==> src/rtl/vc_dest_scheduler_pkg.sv <==
// Shared types for the VC-to-destination scheduler: one-hot FSM state
// encoding and VC identifiers.
package vc_dest_scheduler_pkg;

    // One-hot scheduler state, exported unchanged on sched_state.
    typedef enum logic [2:0] {
        ST_IDLE      = 3'b001,
        ST_SERVE_VC0 = 3'b010,
        ST_SERVE_VC1 = 3'b100
    } sched_state_e;

    // VC identifiers used for last-served and select registers.
    localparam logic VC0 = 1'b0;
    localparam logic VC1 = 1'b1;

endpackage

==> src/rtl/vc_dest_scheduler_d_credit_cnt.sv <==
// Per-destination credit counter. Starts at DEPTH (destination FIFO empty),
// decrements on every push into the destination and increments on every
// consumer pop. A pop while already at DEPTH, or a push at zero, is illegal
// and latches err until reset; the count saturates in both directions.
module vc_dest_scheduler_d_credit_cnt #(
    parameter int D_SIZE = 2
) (
    input  logic              clk,
    input  logic              reset_L,
    input  logic              inc,
    input  logic              dec,
    output logic [D_SIZE:0]   count,
    output logic              err
);

    localparam int CRED_W = D_SIZE + 1;
    localparam logic [CRED_W-1:0] DEPTH = CRED_W'(2 ** D_SIZE);

    // Credit count with saturation and a sticky illegal-use flag.
    always_ff @(posedge clk or negedge reset_L) begin
        if (!reset_L) begin
            count <= DEPTH;
            err   <= 1'b0;
        end else begin
            if (inc && !dec) begin
                if (count != DEPTH) begin
                    count <= count + CRED_W'(1);
                end
            end else if (dec && !inc) begin
                if (count != '0) begin
                    count <= count - CRED_W'(1);
                end
            end
            if ((inc && (count == DEPTH)) || (dec && (count == '0))) begin
                err <= 1'b1;
            end
        end
    end

endmodule

==> src/rtl/vc_dest_scheduler.sv <==
// Weighted round-robin scheduler moving words from two virtual-channel FIFOs
// (VC0/VC1) into two destination FIFOs (D0/D1).
//
// Handshake: pop_vcX is a registered single-cycle strobe; the VC FIFO presents
// the popped word on vcX_data in the following cycle, when push_dY is asserted
// for exactly that cycle with data_dY carrying the word (destination chosen by
// word bit DATA_W-2). A pop is only issued when the VC still holds a word that
// is not already being popped and both destinations can take one more word.
//
// Optional feature macro: SCHED_STATS_EN adds 16-bit saturating grant
// counters grant_cnt_vc0 / grant_cnt_vc1.
module vc_dest_scheduler
    import vc_dest_scheduler_pkg::*;
#(
    parameter int DATA_W   = 6,
    parameter int D_SIZE   = 2,
    parameter int WEIGHT_W = 3
) (
    input  logic                clk,
    input  logic                reset_L,
    input  logic                enable,
    input  logic [WEIGHT_W-1:0] vc0_weight_in,
    input  logic [WEIGHT_W-1:0] vc1_weight_in,
    input  logic                vc0_empty,
    input  logic                vc1_empty,
    input  logic                vc0_almost_empty,
    input  logic                vc1_almost_empty,
    input  logic [DATA_W-1:0]   vc0_data,
    input  logic [DATA_W-1:0]   vc1_data,
    input  logic                pop_d0,
    input  logic                pop_d1,
    output logic                pop_vc0,
    output logic                pop_vc1,
    output logic                push_d0,
    output logic                push_d1,
    output logic [DATA_W-1:0]   data_d0,
    output logic [DATA_W-1:0]   data_d1,
    output logic [2:0]          sched_state,
    output logic                err_out
`ifdef SCHED_STATS_EN
    ,
    output logic [15:0]         grant_cnt_vc0,
    output logic [15:0]         grant_cnt_vc1
`endif
);

    localparam int CRED_W   = D_SIZE + 1;
    localparam int DEST_BIT = DATA_W - 2;

    sched_state_e          state_q, state_d;
    logic [WEIGHT_W-1:0]   gcnt_q, gcnt_d;
    logic                  last_vc_q, last_vc_d;
    logic                  pop_vc0_q, pop_vc1_q;
    logic                  pop0_d, pop1_d;
    logic                  valid_q, sel_vc_q;

    logic                  elig0, elig1;
    logic [WEIGHT_W-1:0]   weff0, weff1;
    logic                  have_cand, cand_vc, cont_turn;
    logic                  in_flight;
    logic [DATA_W-1:0]     word;
    logic                  word_dest;
    logic [CRED_W-1:0]     cred_d0, cred_d1;
    logic [CRED_W-1:0]     need_d0, need_d1;
    logic                  credit_ok;
    logic                  err_d0, err_d1;

    // A VC is eligible if it holds a word that is not the one being popped now.
    assign elig0 = !vc0_empty && !(pop_vc0_q && vc0_almost_empty);
    assign elig1 = !vc1_empty && !(pop_vc1_q && vc1_almost_empty);

    // A weight of zero still grants one pop per turn.
    assign weff0 = (vc0_weight_in == '0) ? WEIGHT_W'(1) : vc0_weight_in;
    assign weff1 = (vc1_weight_in == '0) ? WEIGHT_W'(1) : vc1_weight_in;

    // Routing of the word popped last cycle into D0/D1.
    assign word      = (sel_vc_q == VC1) ? vc1_data : vc0_data;
    assign word_dest = word[DEST_BIT];
    assign push_d0   = valid_q && !word_dest;
    assign push_d1   = valid_q && word_dest;
    assign data_d0   = push_d0 ? word : '0;
    assign data_d1   = push_d1 ? word : '0;

    // The destination of a new pop is unknown, so both destinations must have
    // room after the push happening now and the word still in flight.
    assign in_flight = pop_vc0_q || pop_vc1_q;
    assign need_d0   = CRED_W'(push_d0) + CRED_W'(in_flight);
    assign need_d1   = CRED_W'(push_d1) + CRED_W'(in_flight);
    assign credit_ok = (cred_d0 > need_d0) && (cred_d1 > need_d1);

    assign pop_vc0     = pop_vc0_q;
    assign pop_vc1     = pop_vc1_q;
    assign sched_state = state_q;
    assign err_out     = err_d0 || err_d1;

    vc_dest_scheduler_d_credit_cnt #(.D_SIZE(D_SIZE)) u_cred_d0 (
        .clk     (clk),
        .reset_L (reset_L),
        .inc     (pop_d0),
        .dec     (push_d0),
        .count   (cred_d0),
        .err     (err_d0)
    );

    vc_dest_scheduler_d_credit_cnt #(.D_SIZE(D_SIZE)) u_cred_d1 (
        .clk     (clk),
        .reset_L (reset_L),
        .inc     (pop_d1),
        .dec     (push_d1),
        .count   (cred_d1),
        .err     (err_d1)
    );

    // Next-state logic: choose the VC to serve, then pop it if allowed.
    always_comb begin
        state_d   = state_q;
        gcnt_d    = gcnt_q;
        last_vc_d = last_vc_q;
        pop0_d    = 1'b0;
        pop1_d    = 1'b0;
        have_cand = 1'b0;
        cand_vc   = VC0;
        cont_turn = 1'b0;
        case (state_q)
            ST_IDLE: begin
                if (last_vc_q == VC1) begin
                    if (elig0) begin
                        have_cand = 1'b1;
                        cand_vc   = VC0;
                    end else if (elig1) begin
                        have_cand = 1'b1;
                        cand_vc   = VC1;
                    end
                end else begin
                    if (elig1) begin
                        have_cand = 1'b1;
                        cand_vc   = VC1;
                    end else if (elig0) begin
                        have_cand = 1'b1;
                        cand_vc   = VC0;
                    end
                end
            end
            ST_SERVE_VC0: begin
                if (elig0 && (gcnt_q < weff0)) begin
                    have_cand = 1'b1;
                    cand_vc   = VC0;
                    cont_turn = 1'b1;
                end else if (elig1) begin
                    have_cand = 1'b1;
                    cand_vc   = VC1;
                end else if (elig0) begin
                    have_cand = 1'b1;
                    cand_vc   = VC0;
                end
            end
            ST_SERVE_VC1: begin
                if (elig1 && (gcnt_q < weff1)) begin
                    have_cand = 1'b1;
                    cand_vc   = VC1;
                    cont_turn = 1'b1;
                end else if (elig0) begin
                    have_cand = 1'b1;
                    cand_vc   = VC0;
                end else if (elig1) begin
                    have_cand = 1'b1;
                    cand_vc   = VC1;
                end
            end
            default: begin
                have_cand = 1'b0;
            end
        endcase

        if (enable) begin
            if (!have_cand) begin
                state_d = ST_IDLE;
                gcnt_d  = '0;
            end else if (credit_ok) begin
                pop0_d    = (cand_vc == VC0);
                pop1_d    = (cand_vc == VC1);
                state_d   = (cand_vc == VC1) ? ST_SERVE_VC1 : ST_SERVE_VC0;
                gcnt_d    = cont_turn ? (gcnt_q + WEIGHT_W'(1)) : WEIGHT_W'(1);
                last_vc_d = cand_vc;
            end
        end
    end

    // FSM, grant counter, registered pops and the pop->push pipeline stage.
    always_ff @(posedge clk or negedge reset_L) begin
        if (!reset_L) begin
            state_q   <= ST_IDLE;
            gcnt_q    <= '0;
            last_vc_q <= VC1;
            pop_vc0_q <= 1'b0;
            pop_vc1_q <= 1'b0;
            valid_q   <= 1'b0;
            sel_vc_q  <= VC0;
        end else begin
            state_q   <= state_d;
            gcnt_q    <= gcnt_d;
            last_vc_q <= last_vc_d;
            pop_vc0_q <= pop0_d;
            pop_vc1_q <= pop1_d;
            valid_q   <= pop_vc0_q || pop_vc1_q;
            sel_vc_q  <= pop_vc1_q;
        end
    end

`ifdef SCHED_STATS_EN
    // Saturating per-VC grant counters, one count per issued pop.
    always_ff @(posedge clk or negedge reset_L) begin
        if (!reset_L) begin
            grant_cnt_vc0 <= '0;
            grant_cnt_vc1 <= '0;
        end else begin
            if (pop_vc0_q && (grant_cnt_vc0 != 16'hFFFF)) begin
                grant_cnt_vc0 <= grant_cnt_vc0 + 16'd1;
            end
            if (pop_vc1_q && (grant_cnt_vc1 != 16'hFFFF)) begin
                grant_cnt_vc1 <= grant_cnt_vc1 + 16'd1;
            end
        end
    end
`endif

endmodule

==> config.mk <==
export PLATFORM = sky130hd
export DESIGN_NAME = vc_dest_scheduler
export DESIGN_NICKNAME = d
export VERILOG_FILES = /design/src/rtl/vc_dest_scheduler_pkg.sv /design/src/rtl/vc_dest_scheduler_d_credit_cnt.sv /design/src/rtl/vc_dest_scheduler.sv
export SDC_FILE = /design/constraint.sdc
export NUM_CORES = 1
export LEC_CHECK = 0
export BUFFER_PORTS_ARGS = -buffer_cell sky130_fd_sc_hd__buf_2
export CORE_ASPECT_RATIO = 0.5
export CORE_MARGIN = 2
export CORE_UTILIZATION = 45
export DETAILED_ROUTE_END_ITERATION = 10
export PLACE_DENSITY_LB_ADDON = 0.25
export RECOVER_POWER = 100
export SYNTH_ARGS = -nofsm -noshare
export SYNTH_HDL_FRONTEND = slang
export SYNTH_SLANG_ARGS = --single-unit
==> constraint.sdc <==
create_clock -name clk -period 5.84 [get_ports clk]
set_clock_uncertainty 0.15 [all_clocks]
set_input_delay 0.292 -clock clk [delete_from_list [all_inputs] [get_ports clk]]
set_output_delay 0.292 -clock clk [all_outputs]
set_load 0.02 [all_outputs]
==> results summary <==
Leaving out filler cells and counting taps, the final layout contains 252. The count of different cell masters after synthesis is 50. The leakage dissipation came out at 0.000812 uW. In this run, the number of DRC markers left after iteration 0 of detailed routing was 23. The critical path endpoint category is a flop. For the pin with the worst max-slew slack, the measured transition is 1.07 ns. Of the total power, the clock network draws 0.125. The Yosys step of the flow raised 0 warnings.

For this run, the detailed router's first-pass iteration total came to 4. The core area came out at between 3000 and 4000 um^2. After detailed routing, the average wire length per cell comes to between 10 and 15 um. The TritonCTS sink count came out at 19.

The critical setup path kind is flop to flop. The number of global-route vias before repair was 1255. The proportion of layout cells with a drive suffix above 1 came out at 0.208. The hold violation count in the final report is 0. The number of synthesized flops with an enable pin came out at 0.

In the finished design, the share of the clock period the worst path needs comes to 0.601. The required arrival time at the worst endpoint is 5.89 ns. The layout-stage area growth over the synthesis result came out at 14.0%.

The starting density of the core is 0.494. The final-layout fill cell count is around 330. The run finished with clean final reports. The count of antenna diodes in the layout is 0.

Across the run, the number of max-cap violations was 0. The internal power consumption came out at 414 uW. The analysis attributes to net switching a power of 324 uW. In this run the core area contains 14 standard-cell rows. The width of the chip came out at 87.0 um. The power share of the sequential group is 0.365. The data arrival time of the critical path came out at 3.56 ns. The post-route minimum period came out at 3.51 ns.

The total instance count after detailed placement is approximately 250. The total nets after synthesis is 212. Across all layers, the routed design uses 1362 vias. The worst-case clock buffer depth is 2. The clock-pin slew of the registers on the worst-case setup and hold paths is 0.07 ns. The headroom to the max-slew limit came out at 0.284. The worst setup path is launched from a flop. The maximum net fanout on the critical path is 14. For this run, the post-layout net count is 253. The count of boundary I/O pins came out at between 40 and 50.

The average via count per standard cell is 5.40. The final number of max-transition violations was 0. The min-delay analysis places its worst path in the category input port to flop. In this run, post-CTS repair resized a total of 0 instances. sky130_fd_sc_hd__dfrtp_1 takes more of the synthesized area than any other cell. The post-synthesis sequential area ratio came out at 0.310.

The combined area of all synthesized cells is 1550 um^2. Setup repair after global routing left no endpoint under its margin. The residual antenna-violating net count after detailed routing is 0. The most used flip-flop cell after synthesis is sky130_fd_sc_hd__dfrtp_1. Timing would allow up to 285 MHz. The leftover overflow at the end of global routing came out at 0. The total die area is between 3000 and 4000 um^2. The number of antenna violations at the first check in global routing is 0. The height of the die came out at 45.5 um. The pin count of the biggest net entering global routing is 20. Dividing total power by cell area gives a power density of around 420 nW/um^2. The setup violation total in the final timing report is 0. Buffers placed on the I/O ports in this run total 45.

The number of buffers inserted by post-CTS setup repair came out at 0. The library cell used most frequently in the layout, excluding fill and tap cells, is sky130_fd_sc_hd__buf_2. The cell sitting at the root of the clock tree is a sky130_fd_sc_hd__clkbuf_8. The part of the power in combinational logic is 0.510. The footprint of the flip-flops and latches came out at 480 um^2.

For this block, the routed nets add up to 3240 um of wire. The H-tree depth is 1. The worst vdd rail ir drop is 0.130 mV. At the end of routability-driven placement, the weighted congestion stood at 0.827. The number of CTS-inserted buffers is 3. The average instance in the mapped netlist occupies 9.01 um^2. The area share of the largest cell type after synthesis is 0.242. The register bit count reported by yosys is 19. The first global-routing pass estimated 5400 um of wire.

Setup total negative slack on the finished layout was measured at 0 ns. The residual DRC count came out at 0. The clock reaches the later pin of the worst-skew pair after between 0.2 and 0.3 ns.

The fraction of power spent switching nets came out at 0.439. The clock tree from TritonCTS is built. Yosys attributes the largest share of cell area to sky130_fd_sc_hd__dfrtp_1, sky130_fd_sc_hd__ha_1, sky130_fd_sc_hd__dfstp_2. The synthesized instance count came out at 172. Once detailed placement completed, the half-perimeter wirelength came to 2510 um. The aggregate global-route resource usage came out at 0.173. The fraction of registers with async set/reset is 1.00.

In the final layout, the multi-input gates occupy 937 um^2. In the layout the commonest cells are sky130_fd_sc_hd__buf_2, sky130_fd_sc_hd__nor2_1, sky130_fd_sc_hd__clkbuf_1.
-- area by class of cell --
type,instances,area share
clock buffers,4,0.0255
inverters,11,0.0234
multi-input cells,132,0.531
flip-flops and latches,19,0.272
well taps,40,0.0283
repair buffers,46,0.120
-- state kept, by name, summed over array words and instances, names as in the netlist --
signal,count
u_cred_d0.err,1
sched_state,3
pop_vc0,1
last_vc_q,1
gcnt_q,3
pop_vc1,1
sel_vc_q,1
u_cred_d0.count,3
valid_q,1
u_cred_d1.count,3
u_cred_d1.err,1
-- path summary, 6_finish.rpt --
path / from / to / slack, ns / cells after the start
setup / recovery: sel_vc_q$_DFF_PN0_ / sched_state[1]$_DFFE_PN0P_ / 2.33 / 10
hold / removal: enable / sched_state[0]$_DFFE_PN1P_ / 0.23 / 3
setup reg to reg: sel_vc_q$_DFF_PN0_ / sched_state[1]$_DFFE_PN0P_ / 2.33 / 10
hold reg to reg: u_cred_d0.err$_DFFE_PN0P_ / u_cred_d0.err$_DFFE_PN0P_ / 0.30 / 1
max in group asynchronous: reset_L / pop_vc1$_DFF_PN0_ / 4.29 / 2
min in group asynchronous: reset_L / u_cred_d1.count[0]$_DFFE_PN0P_ / 0.60 / 2
-- logic make-up after synthesis --
kind of cell             synth area share
adder cells (fa/ha/maj)             0.115
buffers and inverters              0.0638
other                             0.00242
AND/OR/NAND/NOR                     0.229
AO/OA/AOI/OAI                       0.213
XOR/XNOR                           0.0283
multiplexers                       0.0388
flip-flops                          0.310
-- power by group through the flow --
| stage | clock [uW] | combinational, uW | sequential [uW] |
|---|---|---|---|
| 2_1_floorplan | 0 | 338 | 253 |
| 3_3_place_gp | 0 | 394 | 272 |
| 3_5_place_dp | 0 | 402 | 274 |
| 4_1_cts | 96.4 | 408 | 272 |
| 5_1_grt | 98.8 | 429 | 281 |
| 6_report | 92.3 | 376 | 269 |
-- worst max-delay path, cell delays in order, from the launching register on --
cell and delay [ns]:
sky130_fd_sc_hd__dfrtp_1 0.52, sky130_fd_sc_hd__mux2i_1 0.25, sky130_fd_sc_hd__nand2b_1 0.44, sky130_fd_sc_hd__inv_1 0.24, sky130_fd_sc_hd__ha_1 0.35, sky130_fd_sc_hd__ha_1 0.18, sky130_fd_sc_hd__and2b_2 0.20, sky130_fd_sc_hd__a2bb2oi_1 0.22
sky130_fd_sc_hd__o2111ai_1 0.26, sky130_fd_sc_hd__nor4_1 0.50, sky130_fd_sc_hd__a21o_1 0.13
-- Yosys cell counts, types with 2 or more instances --
| cell type | count |
|---|---|
| sky130_fd_sc_hd__nor4_4 | 2 |
| sky130_fd_sc_hd__fa_1 | 2 |
| sky130_fd_sc_hd__nor2b_1 | 2 |
| sky130_fd_sc_hd__a2bb2oi_1 | 2 |
| sky130_fd_sc_hd__or2_2 | 3 |
| sky130_fd_sc_hd__dfrtp_1 | 15 |
| sky130_fd_sc_hd__o21a_1 | 3 |
| sky130_fd_sc_hd__mux2i_1 | 6 |
| sky130_fd_sc_hd__nand2_1 | 9 |
| sky130_fd_sc_hd__a31oi_1 | 3 |
| sky130_fd_sc_hd__nor3_1 | 8 |
| sky130_fd_sc_hd__o21ai_0 | 3 |
| sky130_fd_sc_hd__dfstp_2 | 4 |
| sky130_fd_sc_hd__inv_1 | 11 |
| sky130_fd_sc_hd__nand2b_1 | 3 |
| sky130_fd_sc_hd__xnor2_1 | 4 |
| sky130_fd_sc_hd__and2b_2 | 3 |
| sky130_fd_sc_hd__a311oi_1 | 2 |
| sky130_fd_sc_hd__o2bb2ai_1 | 3 |
| sky130_fd_sc_hd__clkbuf_1 | 4 |
| sky130_fd_sc_hd__nor2_1 | 25 |
| sky130_fd_sc_hd__buf_4 | 3 |
| sky130_fd_sc_hd__a21o_1 | 4 |
| sky130_fd_sc_hd__a21oi_1 | 12 |
| sky130_fd_sc_hd__ha_1 | 11 |
-- stage by stage --
stage                     worst slack (ns)  utilization  area [um^2]  total power (uW)  hold WS (ns)
final                                 2.33        0.563         1770               737         0.226
after global routing                  2.05        0.563         1770               809         0.223
after CTS                             2.48        0.581         1820               777         0.218
after detailed placement              2.52        0.563         1770               677         0.113
after global placement                2.66        0.563         1770               666         0.105
after floorplan                       2.84            -         1550               591        -0.154
-- metal layers --
metal	global-route usage	vias up	routed length, um	part of all wire
met4	0.0406	0	10	0.0031
met2	0.308	48	1460	0.45
met1	0.213	625	1550	0.48
li1	-	687	-	-
met3	0.0489	2	217	0.067
met5	0	-	0	0
-- timing repair --
item,in CTS,in global routing
endpoints found under the hold margin,15,0
hold buffers,1,0
endpoints found under the setup margin,0,0
Power figures use the tool's default switching activity.
